==> src/rtl/nearest_value_tracker_if.sv <==
// nearest_value_tracker_if: start/burst handshake and result bus of the nearest-value search
interface nearest_value_tracker_if #(
  parameter int WIDTH = 8,
  parameter int CNT_W = 4
);
  logic             start;
  logic [WIDTH-1:0] reff;
  logic [CNT_W-1:0] count;
  logic             in_valid;
  logic [WIDTH-1:0] in_data;
  logic             in_ready;
  logic             busy;
  logic             done;
  logic [WIDTH-1:0] best;
  logic [WIDTH-1:0] best_dist;
  logic [CNT_W-1:0] best_idx;
  modport master (
    output start, reff, count, in_valid, in_data,
    input  in_ready, busy, done, best, best_dist, best_idx
  );
  modport slave (
    input  start, reff, count, in_valid, in_data,
    output in_ready, busy, done, best, best_dist, best_idx
  );
endinterface

==> src/rtl/nearest_value_tracker.sv <==
// nearest_value_tracker: streams a burst of candidates and keeps the one closest to a reference
module nearest_value_tracker #(
  parameter int WIDTH = 8,
  parameter int CNT_W = 4
) (
  input logic                    clk,
  input logic                    rst_n,
  nearest_value_tracker_if.slave bus
);
  typedef enum logic [1:0] {IDLE, RUN, DONE} state_t;
  state_t           r_state, w_next;
  logic [WIDTH-1:0] r_reff, r_best, r_dist, w_dist;
  logic [CNT_W-1:0] r_count, r_cnt, r_idx;
  logic             w_acc, w_last;
  assign w_dist = (bus.in_data >= r_reff) ? bus.in_data - r_reff : r_reff - bus.in_data;
  assign w_acc  = (r_state == RUN) && bus.in_valid;
  assign w_last = w_acc && (r_cnt == r_count - CNT_W'(1));
  assign bus.best      = r_best;
  assign bus.best_dist = r_dist;
  assign bus.best_idx  = r_idx;
  always_ff @(posedge clk or negedge rst_n)
    if (!rst_n) r_state <= IDLE;
    else        r_state <= w_next;
  always_comb begin
    w_next       = r_state;
    bus.in_ready = 1'b0;
    bus.busy     = 1'b0;
    bus.done     = 1'b0;
    case (r_state)
      IDLE: if (bus.start) w_next = (bus.count != '0) ? RUN : DONE;
      RUN: begin
        bus.in_ready = 1'b1;
        bus.busy     = 1'b1;
        if (w_last) w_next = DONE;
      end
      DONE: begin
        bus.done = 1'b1;
        bus.busy = 1'b1;
        w_next   = IDLE;
      end
      default: w_next = IDLE;
    endcase
  end
  // the first beat seeds the result; later beats replace it only when strictly closer
  always_ff @(posedge clk or negedge rst_n)
    if (!rst_n) begin
      r_reff  <= '0;
      r_count <= '0;
      r_cnt   <= '0;
      r_best  <= '0;
      r_dist  <= '0;
      r_idx   <= '0;
    end else if (r_state == IDLE && bus.start) begin
      r_cnt <= '0;
      if (bus.count != '0) begin
        r_reff  <= bus.reff;
        r_count <= bus.count;
      end else begin
        r_best <= '0;
        r_dist <= '1;
        r_idx  <= '0;
      end
    end else if (w_acc) begin
      r_cnt <= r_cnt + CNT_W'(1);
      if (r_cnt == '0 || w_dist < r_dist) begin
        r_best <= bus.in_data;
        r_dist <= w_dist;
        r_idx  <= r_cnt;
      end
    end
endmodule
==> src/flat_wrapper.sv <==
// flat-port wrapper written by rule: the top's interface ports become plain ports
module nearest_value_tracker_flat 
#(
  parameter int WIDTH = 8,
  parameter int CNT_W = 4
)
  (clk, rst_n, bus_start, bus_reff, bus_count, bus_in_valid, bus_in_data, bus_in_ready, bus_busy, bus_done, bus_best, bus_best_dist, bus_best_idx);
  nearest_value_tracker_if #(.WIDTH(WIDTH), .CNT_W(CNT_W)) bus_i ();
  input logic clk;
  input logic rst_n;
  input wire logic [$bits(bus_i.start)-1:0] bus_start;
  input wire logic [$bits(bus_i.reff)-1:0] bus_reff;
  input wire logic [$bits(bus_i.count)-1:0] bus_count;
  input wire logic [$bits(bus_i.in_valid)-1:0] bus_in_valid;
  input wire logic [$bits(bus_i.in_data)-1:0] bus_in_data;
  output wire logic [$bits(bus_i.in_ready)-1:0] bus_in_ready;
  output wire logic [$bits(bus_i.busy)-1:0] bus_busy;
  output wire logic [$bits(bus_i.done)-1:0] bus_done;
  output wire logic [$bits(bus_i.best)-1:0] bus_best;
  output wire logic [$bits(bus_i.best_dist)-1:0] bus_best_dist;
  output wire logic [$bits(bus_i.best_idx)-1:0] bus_best_idx;
  assign bus_i.start = bus_start;
  assign bus_i.reff = bus_reff;
  assign bus_i.count = bus_count;
  assign bus_i.in_valid = bus_in_valid;
  assign bus_i.in_data = bus_in_data;
  assign bus_in_ready = bus_i.in_ready;
  assign bus_busy = bus_i.busy;
  assign bus_done = bus_i.done;
  assign bus_best = bus_i.best;
  assign bus_best_dist = bus_i.best_dist;
  assign bus_best_idx = bus_i.best_idx;
  nearest_value_tracker #(.WIDTH(WIDTH), .CNT_W(CNT_W)) u_core (.clk(clk), .rst_n(rst_n), .bus(bus_i));
endmodule
==> config.mk <==
export PLATFORM = sky130hd
export DESIGN_NAME = nearest_value_tracker_flat
export DESIGN_NICKNAME = d
export VERILOG_FILES = /design/src/rtl/nearest_value_tracker_if.sv /design/src/rtl/nearest_value_tracker.sv /design/src/flat_wrapper.sv
export SDC_FILE = /design/constraint.sdc
export NUM_CORES = 1
export LEC_CHECK = 0
export ABC_AREA = 0
export CORE_UTILIZATION = 45
export DETAILED_ROUTE_END_ITERATION = 12
export HOLD_SLACK_MARGIN = 0.08
export PLACE_DENSITY = 0.75
export SYNTH_ARGS = -nofsm -noshare
export SYNTH_HDL_FRONTEND = slang
export SYNTH_SLANG_ARGS = --single-unit
==> constraint.sdc <==
create_clock -name clk -period 7.7 [get_ports clk]
set_input_delay 2.31 -clock clk [delete_from_list [all_inputs] [get_ports clk]]
set_output_delay 2.31 -clock clk [all_outputs]
set_load 0.05 [all_outputs]
**Word-level counts from Yosys, hierarchy flattened**

Cells that the tools add are included.

- Flip-flop bits (word level): 38
- Input bits: 24
- Logic and storage cells: 54

- Add/subtract/negate cells: 4
- Magnitude comparators: 2
- Equality and inequality tests: 6
- Multiplexer cells: 22
- Reduce and logical (&&, ||, !) cells: 13

Operators with widths:

| cell | number |
|---|---|
| 8-bit two-way mux | 9 |
| 4-bit two-way mux | 6 |
| 8-bit subtractor | 2 |
| 8-bit greater-or-equal comparator | 1 |
| 8-bit < comparator | 1 |
| 2-bit two-way mux | 3 |
| 4-bit by 1-bit adder with 4-bit output, second input constant | 1 |
| 4-bit == test | 1 |
| 4-bit zero test | 1 |
| 2-bit != test, second input constant | 2 |
| 2-bit one-hot mux with 2 select lines | 1 |
| 2-bit AND reduction | 2 |
| 2-bit nonzero test | 2 |
| 4-bit nonzero test | 1 |
| 4-bit by 1-bit subtractor with 4-bit output, second input constant | 1 |
| 1-bit logical AND | 3 |
| 1-bit two-way mux | 3 |
| 3-bit AND reduction | 1 |
| 2-bit by 1-bit == test with 1-bit output, second input constant | 1 |
| 2-bit == test, second input constant | 1 |
| 2-bit zero test | 1 |
| 2-bit by 1-bit != test with 1-bit output, second input constant | 1 |
| 2-bit OR reduction | 1 |
| 1-bit logical OR | 1 |

**Depth between registers and ports, before layout**

- Word-level depth: 7
- Depth in mapped cells: 19
- Gate-level depth less buffers: 16

**Least setup slack after synthesis**

No wires, ideal clock.

- Path kind: input to register
- Start: input bus_in_data[0]
- End: register u_core.r_best[2] (netlist: u_core.bus.best[2])
- Data arrival time: 5.232 ns
- Required time: 7.617 ns
- Path slack: 2.386 ns
- Stages on the path: 18
- Buffers on the path: 3
- Cells stage by stage: inv_1 > ha_1 > inv_1 > fa_1 > a21o_2 > a21oi_1 > o31a_1 > buf_6 > mux2i_1 > xor2_1 > ha_1 > a21oi_1 > o21ai_0 > a221oi_2 > clkbuf_8 > buf_2 > nand3_1 > o21ai_0

- Longest elaborated chain between the ends: 6

RTL lines:

| item | RTL line | text |
|---|---|---|
| from (decl) | flat_wrapper.sv:15 | `input wire logic [$bits(bus_i.in_data)-1:0] bus_in_data;` |
| 8-bit subtractor / 8-bit greater-or-equal comparator (equally long branches) | nearest_value_tracker.sv:15 | `assign w_dist = (bus.in_data >= r_reff) ? bus.in_data - r_reff : r_reff - bus.in_data;` |
| 8-bit two-way mux * | nearest_value_tracker.sv:15 |  |
| 8-bit < comparator * | nearest_value_tracker.sv:65 | `if (r_cnt == '0 \|\| w_dist < r_dist) begin` |
| 1-bit logical OR * | nearest_value_tracker.sv:65 |  |
| 2-bit nonzero test (no line) * | -- |  |
| 3-bit AND reduction (no line) * | -- |  |
| to (signal assigned) | nearest_value_tracker.sv:66 | `r_best <= bus.in_data;` |
| to (decl) | nearest_value_tracker.sv:12 | `logic [WIDTH-1:0] r_reff, r_best, r_dist, w_dist;` |

Every way passes the cells marked *; elsewhere a longest branch is shown, timed or not.
A chain may end at the register's enable or synchronous reset.

**Worst setup path in the final report**

- Start: input bus_in_data[0]
- End: register u_core.r_best[0] (netlist: u_core.bus.best[0])

- Longest elaborated chain between the ends: 6

RTL lines:

| item | RTL line |
|---|---|
| 8-bit subtractor / 8-bit greater-or-equal comparator (equally long branches) | nearest_value_tracker.sv:15 |
| 8-bit two-way mux | nearest_value_tracker.sv:15 |
| 8-bit < comparator | nearest_value_tracker.sv:65 |
| 1-bit logical OR | nearest_value_tracker.sv:65 |
| 2-bit nonzero test (no line) | -- |
| 3-bit AND reduction (no line) | -- |

Parallel ways exist; a longest one is shown, timed or not. The select of a mux whose other input is x is not followed.

==> impl_results.md <==
* Post-synthesis sequential area ratio at 38.3%
* Slew @ Worst Pin at 1.23 ns
* Die area at 5820 sq um
* Reg power frac at 24.6%
* GR peak layer: met2
* Overall Global Routing Usage at 19.2%
* Number of synthesized flops with an enable pin at 0
* Grt ovf at 0
* Largest net degree at the start of global routing at 39
* Initial antenna violation count at 0
* Number of CTS-inserted buffers at 5
* Die width at 76.3 microns
* Initial Utilization at 47.7%
* Fillers at 473
* Vias in the first global route at 1908
* N_diodes at 0
* H-tree levels at 2
* Synth warn at 0
* Layout cell share with drive strength beyond 1 at 3.74%
* Drt drc at 0
* PnR Total Power at 1.43 mW
* Met1 Usage GRT at 27.2%
* Final worst path period need at 6.34 ns
* Fin Hold WS at 0.541 ns
* Critical path endpoint category: flop
* Sw Pwr at 0.718 mW
* Status: finished, final reports clean
* Post-CTS setup buffer count at 0
* Ys flop type: dfrtp_1
* Highest clock rate at 158 MHz
* Worst-skew pair later-pin latency at 0.29 ns
* P&R area growth vs syn at 22.9%
* Clk_skew at 0.0105 ns
* # resized after CTS at 0
* DIE HEIGHT at 76.3 microns
* Kind of critical path: in2reg
* GP Congestion at 0.863
* Max Cap Viol at 0
* Clk slew on worst S/H paths at 0.07 ns
* Final TNS setup at 0 ns
* Yosys cell types at 39
* WP data arrival at 6.54 ns
* Maximum clock path buffer count at 2
* Post-detail-place hpwl at 3.91 mm
* Root Buffer: clkbuf_8
* DRT iter0 DRCs at 128
* Final core area utilization at 58.6%
* Unrepaired setup endpoints after global routing: false
* PwrDens at 467 nW/um^2
* Combinational power share at 66.4%
* Worst EP required at 7.90 ns
* Worst setup SP type: input pin
* Cell Area, Synth at 2480 sq um
* Seq cells post-synth at 38
* Wirelength per Cell at 13.3 microns
* Class of the worst hold path: reg2reg
* Commonest non-fill, non-tap cell in the layout: inv_1
* PortBufs at 46
* Core area at 5200 sq um
* Fin crit share at 82.4%
* Post-Syn Area per Cell at 8.96 sq um
* Worst ir drop on vdd at 0.214 mV
* Post-synthesis net count at 331
* # clock sinks at 38
* Cell Rows at 26
* Count of final hold-check violations at 0
* P_leak at 1.43 nW
* Met3 Resource Use GR at 3.59%
* Final wirelength at 5.20 mm
* Pint at 0.708 mW
* Most frequent cells in the layout: inv_1 (46), clkdlybuf4s50_1 (45), dfrtp_1 (38)
* Slew HR at 17.9%
* Crit-path max FO at 24
* Max-slew violations at 0
* Vias/cell at 5.13
* Pre-antenna DRT Iters at 4
* Final ANT Viol Nets at 0
* TritonCTS clock tree: built
* Met2 GRT Util at 28.6%
* CTS hold repair buffers at 0
* Vias at 2005
* Ports at 47
* Switch share at 50.3%
* First-pass GRT wire length at 8.76 mm
* Mapped Cells at 277
* Post-synth ARST share at 100%
* Final setup vio count at 0
* Clock share of power at 9.0%
* Final net count at 375
==> kinds of logic (layout without fill, tap and decap cells) <==
family | Yosys count | in the layout | synth area share (%)
AO/OA/AOI/OAI | 78 | 78 | 19.0
multiplexers | 7 | 7 | 2.87
AND/OR/NAND/NOR | 55 | 55 | 9.78
buffers and inverters | 56 | 100 | 9.73
adder cells (fa/ha/maj) | 30 | 30 | 15.7
flip-flops | 38 | 38 | 38.3
XOR/XNOR | 13 | 13 | 4.59
==> sequential cells by signal (all words and copies together), names as in the netlist <==
| signal | count |
|---|---|
| u_core.bus.best | 8 |
| u_core.bus.best_dist | 8 |
| u_core.r_reff | 8 |
| u_core.r_count | 4 |
| u_core.r_state | 2 |
| u_core.bus.best_idx | 4 |
| u_core.r_cnt | 4 |
==> through the flow <==
step | worst slack, ns | area, sq um | std cells
floorplan | 2.39 | 2480 | 277
global placement | 1.19 | 2980 | 384
detailed placement | 1.06 | 2980 | 384
CTS | 1.36 | 3050 | 391
global route | 1.08 | 3050 | 391
finish | 1.36 | 3050 | 391
==> power groups by stage <==
stage	Combinational [mW]	Clock, mW	Sequential, mW
floorplan	0.550	0	0.508
global placement	0.929	0	0.351
detailed placement	0.944	0	0.354
CTS	0.949	0.131	0.351
global route	1.04	0.141	0.361
finish	0.947	0.128	0.351
==> worst max-delay path: stages <==
cell and delay [ns]:
clkdlybuf4s50_1 0.46, inv_1 0.08, ha_1 0.16, inv_1 0.05, fa_1 0.37, a21o_2 0.20
a21oi_1 0.16, o31a_1 0.41, mux2i_1 0.26, xor2_1 0.24, inv_1 0.07, ha_1 0.29
a21oi_1 0.14, o21ai_0 0.21, a221oi_4 0.56, buf_4 0.35, nand3_1 0.10, o21ai_0 0.10
==> path summary, 6_finish.rpt <==
path	slack (ns)	startpoint	cells after the start	to
worst max-delay path	1.36	bus_in_data[0]	18	u_core.bus.best[0]$_DFFE_PN0P_
worst min register to register	0.54	u_core.bus.best[1]$_DFFE_PN0P_	2	u_core.bus.best[1]$_DFFE_PN0P_
min in group asynchronous	2.12	rst_n	1	u_core.r_cnt[3]$_DFFE_PN0P_
worst max register to register	3.55	u_core.r_reff[0]$_DFFE_PN0P_	16	u_core.bus.best[0]$_DFFE_PN0P_
max in group asynchronous	5.06	rst_n	1	u_core.bus.best_dist[7]$_DFFE_PN0P_
worst min-delay path	0.54	u_core.bus.best[1]$_DFFE_PN0P_	2	u_core.bus.best[1]$_DFFE_PN0P_
==> Yosys cell counts (all sizes together), types with 2 or more instances <==
library cell,n,area [sq um]
mux2i,6,60.1
nand3,15,75.1
o22a,3,26.3
dfrtp,38,951
a21o,6,47.6
nand2,22,85.1
a31oi,6,37.5
fa,2,40.0
xor2,5,43.8
xnor2,8,70.1
inv,46,173
a22o,3,26.3
buf,6,43.8
clkbuf,4,25.0
nor2,12,45.0
a21oi,19,95.1
a221oi,3,32.5
o21ai,33,165
ha,28,350
==> cell type report <==
cell class | instances | area, sq um | share of cell area [%]
sequential | 38 | 951 | 31.2
tap | 70 | 87.6 | 2.87
multi-input combinational | 183 | 1300 | 42.6
timing repair buffer | 47 | 463 | 15.2
clock buffer | 7 | 76.3 | 2.50
inverter | 46 | 173 | 5.66
==> routing by layer <==
layer  vias to the layer above  part of all wire [%]
met2                        44                    45
met1                       935                    51
met5                         -                     0
li1                       1022                     -
met4                         0                   1.5
met3                         4                   3.0
Power figures use the tool's default switching activity.
==> patch, RTL diff (config.mk and constraints unchanged) <==
`CNT_W` is set to 4 in 3 places; all go to 3.
--- a/src/rtl/nearest_value_tracker_if.sv
+++ b/src/rtl/nearest_value_tracker_if.sv
@@ -1,7 +1,7 @@
 // nearest_value_tracker_if: start/burst handshake and result bus of the nearest-value search
 interface nearest_value_tracker_if #(
   parameter int WIDTH = 8,
-  parameter int CNT_W = 4
+  parameter int CNT_W = 3
 );
   logic             start;
   logic [WIDTH-1:0] reff;
--- a/src/rtl/nearest_value_tracker.sv
+++ b/src/rtl/nearest_value_tracker.sv
@@ -1,7 +1,7 @@
 // nearest_value_tracker: streams a burst of candidates and keeps the one closest to a reference
 module nearest_value_tracker #(
   parameter int WIDTH = 8,
-  parameter int CNT_W = 4
+  parameter int CNT_W = 3
 ) (
   input logic                    clk,
   input logic                    rst_n,
--- a/src/flat_wrapper.sv
+++ b/src/flat_wrapper.sv
@@ -2,7 +2,7 @@
 module nearest_value_tracker_flat 
 #(
   parameter int WIDTH = 8,
-  parameter int CNT_W = 4
+  parameter int CNT_W = 3
 )
   (clk, rst_n, bus_start, bus_reff, bus_count, bus_in_valid, bus_in_data, bus_in_ready, bus_busy, bus_done, bus_best, bus_best_dist, bus_best_idx);
   nearest_value_tracker_if #(.WIDTH(WIDTH), .CNT_W(CNT_W)) bus_i ();
Interface: changed (resized bus_best_idx and bus_count); port bits go from 47 to 45. No check against the original RTL was run, so the function may have changed too.
==> patch against the unedited design <==
Critical path depth shrank 1; power shrank 9.6%; largest cell class unchanged; via count shrank 7.9%; highest routed layer unchanged; design area shrank 3.9%; critical path type unchanged; wire length shrank 6.4%; area after synthesis shrank 5.1%; critical endpoint is now u_core.bus.best_dist[2]; sequential cell count shrank 3; worst setup slack gained 310 ps.
==> patch: results (changes against the unedited design) <==
grt:
  grt_usage_pct: 20.0  # +0.83 points
  grt_pass1_wl_um: 8270  # -5.5%
  grt_pass1_vias: 1736  # -9.0%
  grt_max_degree: 36  # -7.7%
placed_design:
  io_buffers: 44  # -4.3%
  placed_cell_area_um2: 2850  # -4.1%
  gp_congestion: 0.941  # +9.0%
  hpwlAfterDp_um: 3740  # -4.5%
layout:
  layout-drive-gt1-share_pct: 7.14  # +3.4 points
  n_fill_cell: 441  # -6.8%
  final_nets: 346  # -7.7%
drt:
  drt_iter0_drc: 94  # -27%
  totalWireLength_um: 4870  # -6.4%
  via_count: 1846  # -7.9%
timing:
  skew_ps: 8.86  # -1.62 ps
  max_slew_margin_pct: 66.7  # +49 points
synthesis:
  ys.flop_type: "dfrtp_1"
  async_flop_share_pct: 100  # unchanged
  syn_nets: 303  # -8.5%
  synth_area_leaders: "dfrtp_1 (37%), ha_1 (15%), inv_1 (7.7%)"
  yosys-top-cells-count: "inv_1 (48), dfrtp_1 (35), ha_1 (28)"
  ys_seq_area_share_pct: 37.2  # -1.1 points
  ys_types: 36  # -7.7%
  synth_most_common_cell: "inv_1"
clock_network:
  numCtsBuffers: 5  # unchanged
  cts_buffer_depth: 2  # unchanged
  htreeDepth: 2  # unchanged
  clock_latency_ps: 290  # about the same
  post-cts-setup-buffer-count: 0  # unchanged
status:
  outcome: "finished, final reports clean"
worst_setup_path:
  path_max_fanout: 19  # -21%
  arrival_ps: 6180  # -360 ps
power_and_ir_drop:
  p_leak_nw: 1.41  # -2.0%
  p_sw_uw: 623  # -13%
  peakVddDrop_uv: 217  # +1.6%
[patch: path summary, 6_finish.rpt]
check                                   from                 endpoint  slack (ps)  depth (start not counted)
min in group asynchronous              rst_n       u_core.bus.best[5]        2420                          2
max reg2reg                 u_core.r_reff[0]  u_core.bus.best_dist[2]        3860                         15
max in group asynchronous              rst_n  u_core.bus.best_dist[4]        4960                          2
min reg2reg                u_core.r_count[2]        u_core.r_count[2]         520                          1
min                        u_core.r_count[2]        u_core.r_count[2]         520                          1
max                           bus_in_data[0]  u_core.bus.best_dist[2]        1670                         17
[patch: logic make-up (layout without fill, tap and decap cells)]
| group | after synthesis | count (layout) | share of synthesized area (%) |
|---|---|---|---|
| DFF | 35 | 35 | 37.2 |
| buffers and inverters | 58 | 102 | 9.67 |
| muxes | 16 | 16 | 7.28 |
| adders and majority gates | 30 | 30 | 16.6 |
| AOI/OAI and AO/OA | 58 | 58 | 16.3 |
| xor gates and xnor gates | 12 | 12 | 4.46 |
| and+or+nand+nor | 41 | 41 | 8.50 |
[patch: final cells by class]
cell class | instances | area, µm² | share of cell area [%]
clock buffer | 7 | 76.3 | 2.60
tap | 67 | 83.8 | 2.86
timing repair buffer | 46 | 455 | 15.5
multi-input combinational | 157 | 1260 | 42.9
sequential | 35 | 876 | 29.9
clock inverter | 1 | 5.00 | 0.171
inverter | 48 | 180 | 6.14
[patch: per-layer routing]
layer,track usage [%],share of wire (%),vias up
met5,0,0,-
met4,8.18,1.7,0
met3,2.98,3.9,8
met2,31.3,45,41
met1,27.8,49,869
li1,-,-,928
[patch: through the flow]
step	instances	hold WS (ps)	setup slack (ps)
after global placement	353	487	1490
after floorplan	250	466	2130
after detailed placement	353	511	1430
final	361	525	1670
after global routing	361	549	1360
after CTS	361	529	1720
[patch: worst max-delay path: stages]
cell	delay [ps]
clkdlybuf4s50_1	460
inv_1	80
ha_1	160
inv_1	50
fa_1	390
nand3_1	130
a31oi_1	150
a211oi_4	480
mux2_2	410
ha_1	270
a21boi_0	200
o211ai_1	110
a211oi_1	250
nor4_2	70
buf_4	220
nor2_1	320
a22oi_1	120
[patch: power groups by stage]
stage | Sequential, mW | Combinational, mW | Clock, mW
3_5_place_dp | 0.312 | 0.849 | 0
4_1_cts | 0.309 | 0.854 | 0.131
2_1_floorplan | 0.421 | 0.532 | 0
5_1_grt | 0.318 | 0.945 | 0.138
3_3_place_gp | 0.310 | 0.839 | 0
6_report | 0.307 | 0.852 | 0.129
